`src/rtl/bit4_adder.sv`:
```
// 4-bit unsigned ripple-carry adder built from four full-adder cells.
// The sum and carry-out are registered; reset clears them asynchronously.

module bit4_fa_cell (
    input  logic a,
    input  logic b,
    input  logic cin,
    output logic s,
    output logic cout
);

    always_comb begin
        s    = a ^ b ^ cin;
        cout = (a & b) | (a & cin) | (b & cin);
    end

endmodule

module bit4_adder (
    input  logic       clk,
    input  logic       rst,
    input  logic [3:0] A,
    input  logic [3:0] B,
    output logic [3:0] SUM,
    output logic       C_out
);

    logic [4:0] carry;
    logic [3:0] raw_sum;
    logic [3:0] sum_d;
    logic [3:0] sum_q;
    logic       c_out_d;
    logic       c_out_q;

    assign carry[0] = 1'b0;

    // carry[i+1] from cell i feeds cell i+1; carry[4] is the raw carry-out
    for (genvar i = 0; i < 4; i++) begin : g_fa
        bit4_fa_cell u_fa (
            .a    (A[i]),
            .b    (B[i]),
            .cin  (carry[i]),
            .s    (raw_sum[i]),
            .cout (carry[i+1])
        );
    end

    always_comb begin
        sum_d   = raw_sum;
        c_out_d = carry[4];
    end

    always_ff @(posedge clk or posedge rst) begin
        if (rst) begin
            sum_q   <= 4'b0000;
            c_out_q <= 1'b0;
        end else begin
            sum_q   <= sum_d;
            c_out_q <= c_out_d;
        end
    end

    assign SUM   = sum_q;
    assign C_out = c_out_q;

endmodule

```
`config.mk`:
```
export PLATFORM = sky130hd
export DESIGN_NAME = bit4_adder
export DESIGN_NICKNAME = d
export VERILOG_FILES = /design/src/rtl/bit4_adder.sv
export SDC_FILE = /design/constraint.sdc
export NUM_CORES = 1
export LEC_CHECK = 0
export CAP_MARGIN = 10
export CORE_AREA = 2 2 39 41
export CTS_BUF_LIST = sky130_fd_sc_hd__clkbuf_8
export DETAILED_ROUTE_END_ITERATION = 8
export DIE_AREA = 0 0 41 43
export MAX_ROUTING_LAYER = met4
export REMOVE_ABC_BUFFERS = 1
export SYNTH_ARGS = -nofsm -noshare
export SYNTH_HDL_FRONTEND = slang
export SYNTH_SLANG_ARGS = --single-unit
```
`constraint.sdc`:
```
create_clock -name clk -period 0.8 [get_ports clk]
set_clock_uncertainty 0.15 [all_clocks]
set_input_delay 0.08 -clock clk [delete_from_list [all_inputs] [get_ports clk]]
set_output_delay 0.08 -clock clk [all_outputs]
set_load 0.02 [all_outputs]
```
=== Word level (Yosys, flattened, before mapping) ===
Index checks and enable logic that the tools add are counted.
Widths: inputs -> output; s select.

* Flip-flop bits (word level): 5
* Output and inout port bits: 5
* Input port bits: 10

* Bitwise gates (word level): 23

{| class="wikitable"
|+ Operators with widths
! kind !! number
|-
| $and 1x1->1 || 10
|-
| $xor 1x1->1 || 7
|-
| $or 1x1->1 || 6
|}

=== Logic depth before layout (Yosys ltp) ===
* Depth in word-level cells: 10
* Depth in mapped cells: 6
* Mapped depth without buffers: 6

=== Hierarchy ===
From an unflattened synthesis, not the netlist that was laid out.

* Cells, all modules: 11
* Area, all modules: 212.7 um^2

{| class="wikitable"
|+ By module, submodules not included
! module !! cells each !! times used !! area each (um^2) !! seq. area each (um^2)
|-
| bit4_adder || 7 || 1 || 132.6 || 125.1
|-
| bit4_fa_cell || 1 || 4 || 20.0 || 0.0
|}

=== Least setup slack after synthesis ===
No wires, ideal clock.

* Path kind: input to register
* Start point: in A[0]
* End point: reg sum_q[3], in the netlist SUM[3]
* Setup time: 0.064 ns
* Cell stages on the path: 6
* Arrival time: 1.503 ns
* Setup slack: -0.917 ns
* Cells stage by stage: ha_1 > fa_1 > fa_1 > inv_1 > fa_1 > inv_1

* Longest elaborated chain between the ends: 8
* Elaborated cells on any way between the ends: 10
* Those cells by class: bitwise (10)

{| class="wikitable"
|+ RTL lines
! what !! line !! source
|-
| start, declared || 22 || <nowiki>input logic [3:0] A,</nowiki>
|-
| $and 1x1->1 (*) || 14 || <nowiki>cout = (a & b) | (a & cin) | (b & cin);</nowiki>
|-
| $and 1x1->1 || 14 ||
|-
| $or 1x1->1 || 14 ||
|-
| $or 1x1->1 (*) || 14 ||
|-
| $and 1x1->1 || 14 ||
|-
| $or 1x1->1 || 14 ||
|-
| $or 1x1->1 (*) || 14 ||
|-
| $xor 1x1->1 (*) || 13 || <nowiki>s = a ^ b ^ cin;</nowiki>
|-
| named net g_fa[3].u_fa.s || 8 || <nowiki>output logic s,</nowiki>
|-
| end signal, assigned || 58 || <nowiki>sum_q <= sum_d;</nowiki>
|-
| end, declared || 31 || <nowiki>logic [3:0] sum_q;</nowiki>
|}

Mark *: on every way through the listed nets, which the timed path passes. The rest lies on a longest branch.

=== Final worst setup path ===
Same ends and word-level chain as after synthesis.

==> results by group <==
Route
  – Via count: 161
  – Avg Vias per Cell: 3.29
  – Final wirelength: 412 µm
  – DR DRC count: 0
  – WL/cell: 8.41 µm
  – Number of DRC markers in iteration 0: 0
  – Pre-antenna DRT Iters: 1
  – Post-route ant nets: 0

GRT
  – Gr usage total: 7.39%
  – Pin count of the biggest net entering global routing: 6
  – Total gr overflow: 0
  – Initial antenna violation count: 0
  – Vias in the first global route: 167
  – First-pass GRT wire length: 710 µm

Synth
  – XOR/XNOR Fraction of Synth Area: 0%
  – Largest family of logic cells by synthesized area: adder cells
  – Post-synthesis mux area share: 0%
  – Mapped Area: 220 µm²
  – Synth top area share: 56.8%
  – Syn Area/Cell: 14.7 µm²
  – Post-synthesis register bit count: 5
  – Syn Inst Count: 15
  – Post-synthesis compound-gate area fraction: 0%
  – Simple-gate share of the synthesized area: 0%
  – Yosys top cell by area: dfrtp_1
  – Adder-Cell Fraction of Synth Area: 33.0%
  – Seq/Total Area, Yosys: 56.8%
  – Synth top area cells: dfrtp_1, fa_1, inv_1, ha_1
  – Synth cell types: 4
  – YS warnings: 0

Finish
  – Diode count: 0
  – Finished Core Util: 32.3%
  – Share of layout cells above drive strength 1: 45.5%
  – Layout Nets: 48
  – Final Cell Area: 447 µm²
  – Synthesis-to-layout area growth: 103%

Clocking
  – # clock sinks: 5
  – Post-CTS setup buffers: 0
  – TritonCTS Buffers: 3
  – Worst-case clock buffer depth: 2
  – Root Buffer: clkbuf_8
  – CTS clk-pin slew, worst paths: 30 ps
  – H-tree Lvls: 1
  – CTS tree: built

Status
  – Violated checks: hold timing, setup timing
  – Status: complete, but fails checks

STA
  – Final Max Tran Viols: 0
  – Final setup margin: -705 ps
  – Tmin final: 1500 ps
  – Worst slew pin tran: 170 ps
  – Fmax: 665 MHz
  – WHS: -92.7 ps
  – RSZ-0062 raised after global routing: yes
  – Relative slew margins: 88.7%
  – Final hold violations: 6
  – Fin crit share: 188%
  – Final setup fails: 9

Place
  – RD Place Congestion: 0.633
  – DP Area: 380 µm²
  – Port bufs: 14
  – Post-Place Setup Slack: -1390 ps

Worst setup path
  – Req. time, crit path: 810 ps
  – Worst setup EP type: flip-flop
  – Slowest-stage cell, CP: fa_1
  – CP max stage delay: 400 ps
  – Cell mode on critical path: fa_2
  – Worst Setup Start Kind: primary input
  – Arr. time, crit path: 1510 ps
  – Kind of critical path: primary input to flip-flop
  – Critical path peak fanout: 1
  – CP cell instances: buf_6 -> ha_4 -> fa_2 -> fa_2 -> inv_2 -> fa_1 -> inv_1

Run
  – MaxCap Viol Count: 0

Power and ir drop
  – Pwr Density: 2190 nW/µm²
  – Overall Power: 978 µW
  – Sequential share of power: 31.3%
  – P_leak: 0.000215 µW
  – Clk network pwr share: 45.2%
  – Internal power: 748 µW
  – Peak VDD IR: 0.398 mV
  – Switch share: 23.6%
  – Comb pwr share: 23.5%
  – Sw power: 231 µW

Floorplanning
  – Starting Density: 15.9%
  – # IOs: 15
  – Full die area: 1760 µm²
  – FP Rows: 14
  – Core ar.: 1380 µm²
  – Die H: 43 µm
  – Die width: 41 µm

Hold path
  – Hold Crit Class: primary input to async pin
==> layout by cell type (no fill, tap or decap) <==
cell type        n
buf_6            7
inv_1            6
dfrtp_1          5
clkdlybuf4s50_1  5
clkbuf_8         3
fa_2             2
inv_2            1
fa_1             1
ha_4             1
clkbuf_2         1
clkdlybuf4s15_1  1
==> registers in the layout, indices dropped and copies added (netlist names) <==
signal	count
SUM	4
C_out	1
==> cells in the mapped netlist, drive strengths merged <==
master,n
inv,6
dfrtp,5
fa,3
ha,1
==> worst max-delay path, delay by kind of cell <==
| family | cells | cell delay [ps] |
|---|---|---|
| adders and majority gates | 4 | 1220 |
| buffers and inverters | 3 | 220 |
==> final cells by class <==
class | instances | area, µm²
sequential | 5 | 125
fill | 149 | 937
clock inverter | 1 | 3.75
tap | 16 | 20.0
inverter | 6 | 22.5
clock buffer | 3 | 41.3
multi-input combinational | 4 | 90.1
timing repair buffer | 14 | 144
==> power by group through the flow <==
stage | Sequential [µW] | Clock [µW] | Combinational, µW
6_report | 307 | 442 | 229
5_1_grt | 308 | 487 | 257
4_1_cts | 307 | 462 | 237
3_5_place_dp | 302 | 0 | 219
3_3_place_gp | 303 | 0 | 216
2_1_floorplan | 351 | 0 | 35.0
==> metrics by stage <==
| stage | instances | TNS (ps) |
|---|---|---|
| 2_1_floorplan | 15 | -2320 |
| 6_report | 49 | -2290 |
| 3_5_place_dp | 45 | -6100 |
| 3_3_place_gp | 45 | -6070 |
| 4_1_cts | 49 | -2530 |
| 5_1_grt | 49 | -2500 |
==> cells by family after synthesis <==
kind of cell             count (synthesis)
adder cells (fa/ha/maj)                  4
buffers and inverters                    6
flip-flops                               5
==> worst max path at each step <==
stage	startpoint	slack (ps)	endpoint
floorplan	A[0]	-920	SUM[3]
global placement	A[0]	-1390	SUM[3]
detailed placement	A[0]	-1390	SUM[3]
CTS	B[0]	-770	SUM[3]
global route	A[0]	-750	SUM[3]
finish	A[0]	-700	SUM[3]
==> layer usage <==
| layer | track usage, % | wire length (µm) |
|---|---|---|
| met4 | 10.0 | 6 |
| met3 | 4.71 | 69 |
| met2 | 7.19 | 181 |
| met1 | 8.00 | 154 |
| met5 | - | 0 |
==> timing repair <==
item | in CTS | in global routing
endpoints found under the hold margin | 6 | 6
pin swaps | 4 | 4
endpoints found under the setup margin | 10 | 9
gates resized for setup | 47 | 2
(Power assumes the default switching activity.)
